==> config.mk <==
export PLATFORM = sky130hd
export DESIGN_NAME = ysyx_22040759_idex_stage
export DESIGN_NICKNAME = d
export VERILOG_FILES = /design/src/rtl/ysyx_22040759_idex_stage_pkg.sv /design/src/rtl/ysyx_22040759_pipe_slot.sv /design/src/rtl/ysyx_22040759_idex_stage.sv
export SDC_FILE = /design/constraint.sdc
export NUM_CORES = 1
export LEC_CHECK = 0
export ABC_AREA = 1
export ABC_CLOCK_PERIOD_IN_PS = 2900
export CAP_MARGIN = 30
export CORE_UTILIZATION = 32
export DETAILED_ROUTE_END_ITERATION = 7
export PLACE_DENSITY = 0.66
export SKIP_CTS_REPAIR_TIMING = 1
export SLEW_MARGIN = 0
export SYNTH_ARGS = -nofsm -noshare
export SYNTH_HDL_FRONTEND = slang
export SYNTH_SLANG_ARGS = --single-unit
export TNS_END_PERCENT = 5
==> constraint.sdc <==
create_clock -name clk -period 2.9 [get_ports clk]
set_clock_uncertainty 0.05 [all_clocks]
set_input_delay 0.58 -clock clk [delete_from_list [all_inputs] [get_ports clk]]
set_output_delay 0.58 -clock clk [all_outputs]
set_load 0.05 [all_outputs]
==> src/rtl/ysyx_22040759_idex_stage_pkg.sv <==
// Shared types and constants for the ID->EX stage: operand bundle layout,
// ALU select codes used as bubble/reset values, and occupancy encodings.
package ysyx_22040759_idex_stage_pkg;

    localparam int XLEN  = 64;
    localparam int SEL_W = 3;
    localparam int RD_W  = 5;

    localparam logic [SEL_W-1:0] ALU_ADD = 3'd0;
    localparam logic [SEL_W-1:0] ALU_OR  = 3'd2;

    localparam logic [1:0] OCC_EMPTY = 2'd0;
    localparam logic [1:0] OCC_ONE   = 2'd1;
    localparam logic [1:0] OCC_FULL  = 2'd2;

    typedef struct packed {
        logic [XLEN-1:0]  alu_a;
        logic [XLEN-1:0]  alu_b;
        logic [SEL_W-1:0] alu_sel;
        logic [RD_W-1:0]  rd;
        logic             rf_wen;
        logic [XLEN-1:0]  pc;
    } idex_payload_t;

    // 0 + 0 with no writeback: a harmless bubble if ever consumed
    localparam idex_payload_t PAYLOAD_BUBBLE = '{
        alu_a:   64'd0,
        alu_b:   64'd0,
        alu_sel: ALU_ADD,
        rd:      5'd0,
        rf_wen:  1'b0,
        pc:      64'd0
    };

endpackage

==> src/rtl/ysyx_22040759_pipe_slot.sv <==
// One pipeline holding slot: payload register plus valid bit.
// Clear drops only the valid bit; the payload is left in place.
module ysyx_22040759_pipe_slot
    import ysyx_22040759_idex_stage_pkg::*;
(
    input  logic          clk,
    input  logic          rst_n,
    input  logic          load,
    input  logic          clear,
    input  idex_payload_t d,
    output idex_payload_t q,
    output logic          valid
);

    idex_payload_t data_r;
    logic          valid_r;

    // Slot storage: clear has priority over load
    always_ff @(posedge clk or negedge rst_n) begin
        if (!rst_n) begin
            data_r  <= PAYLOAD_BUBBLE;
            valid_r <= 1'b0;
        end else if (clear) begin
            valid_r <= 1'b0;
        end else if (load) begin
            data_r  <= d;
            valid_r <= 1'b1;
        end else begin
            valid_r <= valid_r;
        end
    end

    assign q     = data_r;
    assign valid = valid_r;

endmodule

==> src/rtl/ysyx_22040759_idex_stage.sv <==
// ID->EX pipeline stage: two-slot skid buffer (main + skid) so that id_ready
// comes straight from a flop while still sustaining one beat per cycle.
module ysyx_22040759_idex_stage
    import ysyx_22040759_idex_stage_pkg::*;
(
    input  logic             clk,
    input  logic             rst_n,
    input  logic             flush,
    input  logic             id_valid,
    output logic             id_ready,
    input  logic [XLEN-1:0]  id_alu_a,
    input  logic [XLEN-1:0]  id_alu_b,
    input  logic [SEL_W-1:0] id_alu_sel,
    input  logic [RD_W-1:0]  id_rd,
    input  logic             id_rf_wen,
    input  logic [XLEN-1:0]  id_pc,
    output logic             ex_valid,
    input  logic             ex_ready,
    output logic [XLEN-1:0]  ex_alu_a,
    output logic [XLEN-1:0]  ex_alu_b,
    output logic [SEL_W-1:0] ex_alu_sel,
    output logic [RD_W-1:0]  ex_rd,
    output logic             ex_rf_wen,
    output logic [XLEN-1:0]  ex_pc,
    output logic [1:0]       occupancy
);

    logic [1:0]    state_r;
    logic [1:0]    state_nxt_s;
    idex_payload_t id_payload_s;
    idex_payload_t main_d_s;
    idex_payload_t main_q_s;
    idex_payload_t skid_q_s;
    logic          main_valid_s;
    logic          skid_valid_s;
    logic          main_load_s;
    logic          main_clear_s;
    logic          skid_load_s;
    logic          skid_clear_s;
    logic          acc_s;
    logic          pop_s;

    assign id_payload_s = '{
        alu_a:   id_alu_a,
        alu_b:   id_alu_b,
        alu_sel: id_alu_sel,
        rd:      id_rd,
        rf_wen:  id_rf_wen,
        pc:      id_pc
    };

    assign id_ready = ~skid_valid_s;
    assign ex_valid = main_valid_s;
    assign acc_s    = id_valid & id_ready;
    assign pop_s    = ex_valid & ex_ready;

    // Next-state and slot enables; flush drops every held beat and any offer
    always_comb begin
        state_nxt_s  = state_r;
        main_d_s     = id_payload_s;
        main_load_s  = 1'b0;
        main_clear_s = 1'b0;
        skid_load_s  = 1'b0;
        skid_clear_s = 1'b0;
        if (flush) begin
            main_clear_s = 1'b1;
            skid_clear_s = 1'b1;
            state_nxt_s  = OCC_EMPTY;
        end else begin
            case (state_r)
                OCC_EMPTY: begin
                    if (acc_s) begin
                        main_load_s = 1'b1;
                        state_nxt_s = OCC_ONE;
                    end else begin
                        state_nxt_s = OCC_EMPTY;
                    end
                end
                OCC_ONE: begin
                    if (acc_s && pop_s) begin
                        main_load_s = 1'b1;
                    end else if (acc_s) begin
                        skid_load_s = 1'b1;
                        state_nxt_s = OCC_FULL;
                    end else if (pop_s) begin
                        main_clear_s = 1'b1;
                        state_nxt_s  = OCC_EMPTY;
                    end else begin
                        state_nxt_s = OCC_ONE;
                    end
                end
                OCC_FULL: begin
                    if (pop_s) begin
                        main_d_s     = skid_q_s;
                        main_load_s  = 1'b1;
                        skid_clear_s = 1'b1;
                        state_nxt_s  = OCC_ONE;
                    end else begin
                        state_nxt_s = OCC_FULL;
                    end
                end
                default: begin
                    main_clear_s = 1'b1;
                    skid_clear_s = 1'b1;
                    state_nxt_s  = OCC_EMPTY;
                end
            endcase
        end
    end

    // Occupancy state register; mirrors the two slot valid bits
    always_ff @(posedge clk or negedge rst_n) begin
        if (!rst_n) begin
            state_r <= OCC_EMPTY;
        end else begin
            state_r <= state_nxt_s;
        end
    end

    ysyx_22040759_pipe_slot u_main (
        .clk   (clk),
        .rst_n (rst_n),
        .load  (main_load_s),
        .clear (main_clear_s),
        .d     (main_d_s),
        .q     (main_q_s),
        .valid (main_valid_s)
    );

    ysyx_22040759_pipe_slot u_skid (
        .clk   (clk),
        .rst_n (rst_n),
        .load  (skid_load_s),
        .clear (skid_clear_s),
        .d     (id_payload_s),
        .q     (skid_q_s),
        .valid (skid_valid_s)
    );

    assign ex_alu_a   = main_q_s.alu_a;
    assign ex_alu_b   = main_q_s.alu_b;
    assign ex_alu_sel = main_q_s.alu_sel;
    assign ex_rd      = main_q_s.rd;
    assign ex_rf_wen  = main_q_s.rf_wen;
    assign ex_pc      = main_q_s.pc;
    assign occupancy  = state_r;

endmodule

==> summary.txt, run 1 <==
Status
  • Status: complete, no violations

Placement
  • Placed insts: 3482
  • IO Port Bufs: 410
  • Hpwl dp: 37300 um
  • Routability Congestion: 0.7957

Power
  • Pwr/cell area: 866.5 nW/um2
  • VDD IR max: 0.5378 mV
  • Leak: 0.01296 uW

Yosys
  • Cells after Synth: 2445
  • Synth area leaders: dfrtp_1 54%, nand2_1 24%, nand3_1 16%
  • Synthesis Warnings: 0
  • Register bit total from synthesis: 406
  • Seq/Total Area, Yosys: 54.10%
  • Netlist cell types: 17
  • Syn nets: 2651
  • Top cell type's share of synthesized area: 54.10%
  • Mean Syn Cell Area: 7.681 um2
  • Most area-hungry cell type in the Yosys netlist: dfrtp_1
  • Mapped Area: 18780 um2

Route
  • Final WL: 60190 um
  • DR iter-0 viols: 1365
  • Via count: 17530
  • Drt wl/cell: 16.88 um
  • Pre-antenna DRT Iters: 5
  • Vias/cell: 4.917
  • Post-route ant nets: 0
  • Drt drc: 0

Finish
  • Final net count: 2973
  • Fraction of layout cells with a size suffix above 1: 4.932%
  • Most frequent cells in the layout: 1215 x nand2_1, 604 x nand3_1, 409 x clkdlybuf4s50_1
  • Fill count: 5715
  • Area grow syn2layout: 34.98%
  • Final Util: 43.85%
  • Layout Cells excl Fill: 3566
  • Most common cell after layout, fill and taps aside: nand2_1

Global route
  • Vias in the first global route: 16630
  • Initial antenna violation count: 9
  • Pin count of the biggest net entering global routing: 111
  • First-pass GRT wire length: 95520 um
  • Overall routing resource usage: 19.87%
  • Congestion Overflow GR: 0

Setup path
  • Startpoint types: flop
  • Crit Path Class: reg2out
  • Worst Path Max Fanout: 7
  • Worst Path Required: 2.27 ns
  • Critical path's largest stage delay: 0.93 ns
  • WP data arrival: 1.98 ns
  • CP Cell Sequence: clkdlybuf4s50_1
  • Crit path buf inv count: 1
  • CP max-delay cell: clkdlybuf4s50_1
  • Delay-heaviest family, CP: buffers and inverters
  • CP endpoint kind: primary output

Floorplan
  • Num rows: 88
  • I/O pins: 411
  • Width of the die: 244.3 um
  • Initial Utilization: 32.49%
  • Die area: 59660 um2
  • Core area: 57810 um2
  • Die height: 244.3 um

Clocking
  • Root Buffer: clkbuf_16
  • Clk_lat worst skew: 0.56 ns
  • Clk buf depth: 3
  • Number of clock sinks: 406
  • CTS tree: yes
  • Clock transition at path regs: 0.06 ns
  • CTS H-tree lvls: 2
  • Cts bufs inserted: 47

STA
  • Slew Limit Fails: 0
  • Rel. slew slack: 57.92%
  • Post-Route Setup TNS: 0 ns
  • Tightest Pin Transition: 0.6292 ns
  • Final Hold Fails: 0
  • Period utilization: 90.02%
  • Crit path time final: 2.611 ns
  • Unrepaired setup endpoints after global routing: no
  • Final setup vio count: 0
  • Fmax: 383.0 MHz

Hold path
  • Min-delay worst type: reg2reg

Run
  • Max-Cap Viols: 0
-- metrics by stage --
| step | total power, uW | hold slack, ns | setup slack, ns | instance area (um2) |
|---|---|---|---|---|
| final | 21960 | 0.4144 | 0.2893 | 25350 |
| after global routing | 23130 | 0.4330 | 0.2306 | 25350 |
| after CTS | 22160 | -0.1067 | 0.2449 | 25330 |
| after detailed placement | 16210 | 0.4074 | 0.3070 | 23830 |
| after global placement | 16100 | 0.4034 | 0.2912 | 23830 |
| after floorplan | 13280 | 0.2344 | 1.056 | 18780 |
-- layout make-up --
class	count	area, um2	area share [%]
Inverter	6	30.03	0.1185
Sequential cell	406	10160	40.08
Timing Repair Buffer	471	4970	19.61
Antenna cell	3	7.507	0.02962
Tap cell	765	957.2	3.776
Multi-Input combinational cell	1835	7726	30.48
Clock inverter	6	67.56	0.2665
Clock buffer	74	1430	5.642
-- sequential cells by signal, indices dropped and copies added, names as in the netlist --
register and count:
u_main.valid 1, occupancy 2, u_skid.valid 1, u_main.q 201, u_skid.q 201
-- path summary, 6_finish.rpt --
path                                      startpoint                        end  slack [ns]  cells past startpoint
max in group asynchronous                      rst_n   u_main.q[24]$_DFFE_PN0P_        1.42                      3
setup reg to reg            occupancy[1]$_DFFE_PN0P_   u_main.q[69]$_DFFE_PN0P_        0.88                      8
hold / removal             u_main.q[181]$_DFFE_PN0P_  u_main.q[181]$_DFFE_PN0P_        0.41                      2
hold reg to reg            u_main.q[181]$_DFFE_PN0P_  u_main.q[181]$_DFFE_PN0P_        0.41                      2
min in group asynchronous                      rst_n   u_main.q[83]$_DFFE_PN0P_        0.51                      2
setup / recovery            occupancy[0]$_DFFE_PN0P_               occupancy[0]        0.29                      1
-- layer usage --
metal | wire (um) | part of all wire [%] | track usage, %
met5 | 85 | 0.14 | 0
met4 | 1197 | 2.0 | 5.496
met3 | 4842 | 8.0 | 4.807
met2 | 26420 | 44 | 29.40
met1 | 27650 | 46 | 28.73
-- cell families after synthesis --
group | synth area share, %
buffers and inverters | 5.084
and+or+nand+nor | 40.66
AOI/OAI and AO/OA | 0.1533
DFF | 54.10
-- Yosys cell counts (all sizes together) --
cell    count
nand3     605
a21oi       1
clkbuf     86
inv         6
o21ai       2
nor2        6
dfrtp     406
a31oi       1
nand2    1218
nand4       1
o21bai      1
buf       112
-- power breakdown --
| group | total (uW) | switching (uW) | internal, uW | leakage, uW |
|---|---|---|---|---|
| registers | 8670 | 1110 | 7560 | 0.00509 |
| clock network | 5850 | 2390 | 3450 | 0.000732 |
| logic | 7450 | 4980 | 2470 | 0.00714 |
Note: power is estimated with default switching activity, not from simulation.
==> run 2: changes to the inputs <==
--- a/config.mk
+++ b/config.mk
@@ -6,7 +6,7 @@
 export NUM_CORES = 1
 export LEC_CHECK = 0
 export ABC_AREA = 1
-export ABC_CLOCK_PERIOD_IN_PS = 2900
+export ABC_CLOCK_PERIOD_IN_PS = 2560
 export CAP_MARGIN = 30
 export CORE_UTILIZATION = 32
 export DETAILED_ROUTE_END_ITERATION = 7
==> constraint.sdc (replaced) <==
create_clock -name clk -period 2.56 [get_ports clk]
set_clock_uncertainty 0.05 [all_clocks]
set_input_delay 0.512 -clock clk [delete_from_list [all_inputs] [get_ports clk]]
set_output_delay 0.512 -clock clk [all_outputs]
set_load 0.05 [all_outputs]
==> run 2 against run 1 <==
Effect of this change: register-to-register slack worse by 0.24 ns; wire length down 0.71%; hold slack better by 0.0032 ns; final cell count up 0.70%; total power up 15%; cell area up 1.5%; via count up 0.97%; largest cell class unchanged; highest routed layer unchanged.
==> summary.txt, run 2 (synthesis results as in run 1) <==
Status
  • Status: complete, no violations

Route
  • Drt wl/cell: 16.64 um (-1.4%)
  • Drt drc: 0 (unchanged)
  • Post-route ant nets: 0 (unchanged)
  • Vias/cell: 4.930 (+0.27%)
  • DR iter-0 viols: 1483 (+8.6%)
  • Final WL: 59760 um (-0.71%)
  • Via count: 17700 (+0.97%)
  • Pre-antenna DRT Iters: 7 (+2)

Global route
  • First-pass GRT wire length: 95140 um (-0.39%)
  • Vias in the first global route: 16720 (+0.55%)
  • Pin count of the biggest net entering global routing: 97 (-13%)
  • Congestion Overflow GR: 0 (unchanged)
  • Initial antenna violation count: 5 (-4)
  • Overall routing resource usage: 19.79% (-0.075 points)

Floorplan
  • I/O pins: 411 (unchanged)
  • Core area: 57810 um2 (unchanged)
  • Die height: 244.3 um (unchanged)
  • Die area: 59660 um2 (unchanged)
  • Initial Utilization: 32.49% (unchanged)
  • Num rows: 88 (unchanged)
  • Width of the die: 244.3 um (unchanged)

Power
  • Total chip power: 25290 uW (+15%)
  • Pwr/cell area: 982.5 nW/um2 (+13%)
  • Leak: 0.01319 uW (+1.8%)
  • VDD IR max: 0.5389 mV (+0.19%)

Clocking
  • Number of clock sinks: 406 (unchanged)
  • Clk_lat worst skew: 0.56 ns (about the same)
  • Cts bufs inserted: 46 (-2.1%)
  • Clock transition at path regs: 0.06 ns (about the same)
  • CTS H-tree lvls: 2 (unchanged)
  • CTS tree: yes
  • Clk buf depth: 3 (unchanged)
  • Root Buffer: clkbuf_16

Finish
  • Final Util: 44.53% (+0.68 points)
  • Most common cell after layout, fill and taps aside: nand2_1
  • Final net count: 2994 (+0.71%)
  • Most frequent cells in the layout: 1215 x nand2_1, 604 x nand3_1, 408 x clkdlybuf4s50_1
  • Fraction of layout cells with a size suffix above 1: 5.876% (+0.94 points)
  • Final Cell Area: 25740 um2 (+1.5%)
  • Area grow syn2layout: 37.06%

Setup path
  • Worst Path Max Fanout: 4 (-3)
  • Crit Path Class: reg2out
  • Delay-heaviest family, CP: buffers and inverters
  • Worst Path Required: 2.00 ns (-0.27 ns)
  • CP Cell Sequence: clkdlybuf4s50_1
  • CP max-delay cell: clkdlybuf4s50_1
  • Critical path's largest stage delay: 0.92 ns (about the same)
  • CP endpoint kind: primary output
  • Crit path buf inv count: 1 (unchanged)
  • Startpoint types: flop
  • R2R Setup Slk: 0.64 ns (-0.24 ns)
  • WP data arrival: 1.91 ns (-0.07 ns)

STA
  • Slew Limit Fails: 0 (unchanged)
  • Setup ws final: 0.08688 ns (-0.2024 ns)
  • Post-Route Setup TNS: 0 ns (unchanged)
  • Period utilization: 96.61%
  • Final setup vio count: 0 (unchanged)
  • Rel. slew slack: 55.45% (-2.5 points)
  • Fmax: 404.3 MHz
  • Unrepaired setup endpoints after global routing: no
  • Final Hold Fails: 0 (unchanged)
  • Crit path time final: 2.473 ns
  • Tightest Pin Transition: 0.6672 ns (+0.03798 ns)

Placement
  • Hpwl dp: 37430 um (+0.36%)
  • IO Port Bufs: 410 (unchanged)
  • DP Area: 24140 um2 (+1.3%)
  • Routability Congestion: 0.8166 (+2.6%)
  • Place WS: 0.1227 ns (-0.1843 ns)

Run
  • Max-Cap Viols: 0 (unchanged)

Hold path
  • Min-delay worst type: reg2reg
==> run 2: cell types whose count changed in the layout (fill, tap and decap cells not counted) <==
cell,previous run,this run
clkdlybuf4s50_1,409,408
clkinv_2,2,7
diode_2,3,1
clkbuf_1,14,13
clkinvlp_4,1,0
buf_12,32,43
inv_6,1,0
clkbuf_8,11,10
bufinv_16,1,4
clkinv_4,0,1
buf_4,28,39
dlymetal6s2s_1,0,1
==> run 2: cell type report <==
type | instances | area (um2)
sequential | 406 | 10160
fill | 5710 | 32070
timing repair buffer | 493 | 5275
multi-input combinational | 1835 | 7726
tap | 765 | 957.2
clock buffer | 72 | 1413
inverter | 6 | 30.03
clock inverter | 13 | 175.2
antenna | 1 | 2.502
==> run 2: metrics by stage <==
stage / hold WS (ns) / instances
floorplan: 0.1664 / 2445
global placement: 0.4022 / 3504
detailed placement: 0.4075 / 3504
CTS: -0.1773 / 3589
global route: 0.4359 / 3590
finish: 0.4176 / 3591
==> run 2: final timing paths <==
kind	start	to	cells past startpoint
max in group asynchronous	rst_n	u_main.q[50]$_DFFE_PN0P_	3
min in group asynchronous	rst_n	u_main.q[76]$_DFFE_PN0P_	2
worst min-delay path	u_main.q[8]$_DFFE_PN0P_	u_main.q[8]$_DFFE_PN0P_	2
worst min register to register	u_main.q[8]$_DFFE_PN0P_	u_main.q[8]$_DFFE_PN0P_	2
worst max register to register	occupancy[1]$_DFFE_PN0P_	u_main.q[166]$_DFFE_PN0P_	9
worst max-delay path	occupancy[1]$_DFFE_PN0P_	occupancy[1]	1
==> run 2: power breakdown <==
part	switching, uW	leakage (uW)	internal [uW]
sequential	1260	0.00509	8570
combinational	5650	0.00732	2890
clock	2720	0.000785	4200
total	9630	0.0132	15700
==> run 2: routing by layer <==
| layer | routed length [um] | track usage [%] | vias to the layer above |
|---|---|---|---|
| met2 | 26690 | 29.92 | 671 |
| met3 | 5055 | 5.125 | 80 |
| li1 | - | - | 8528 |
| met1 | 26890 | 28.15 | 8415 |
| met4 | 1046 | 4.743 | 10 |
| met5 | 74 | 0 | - |
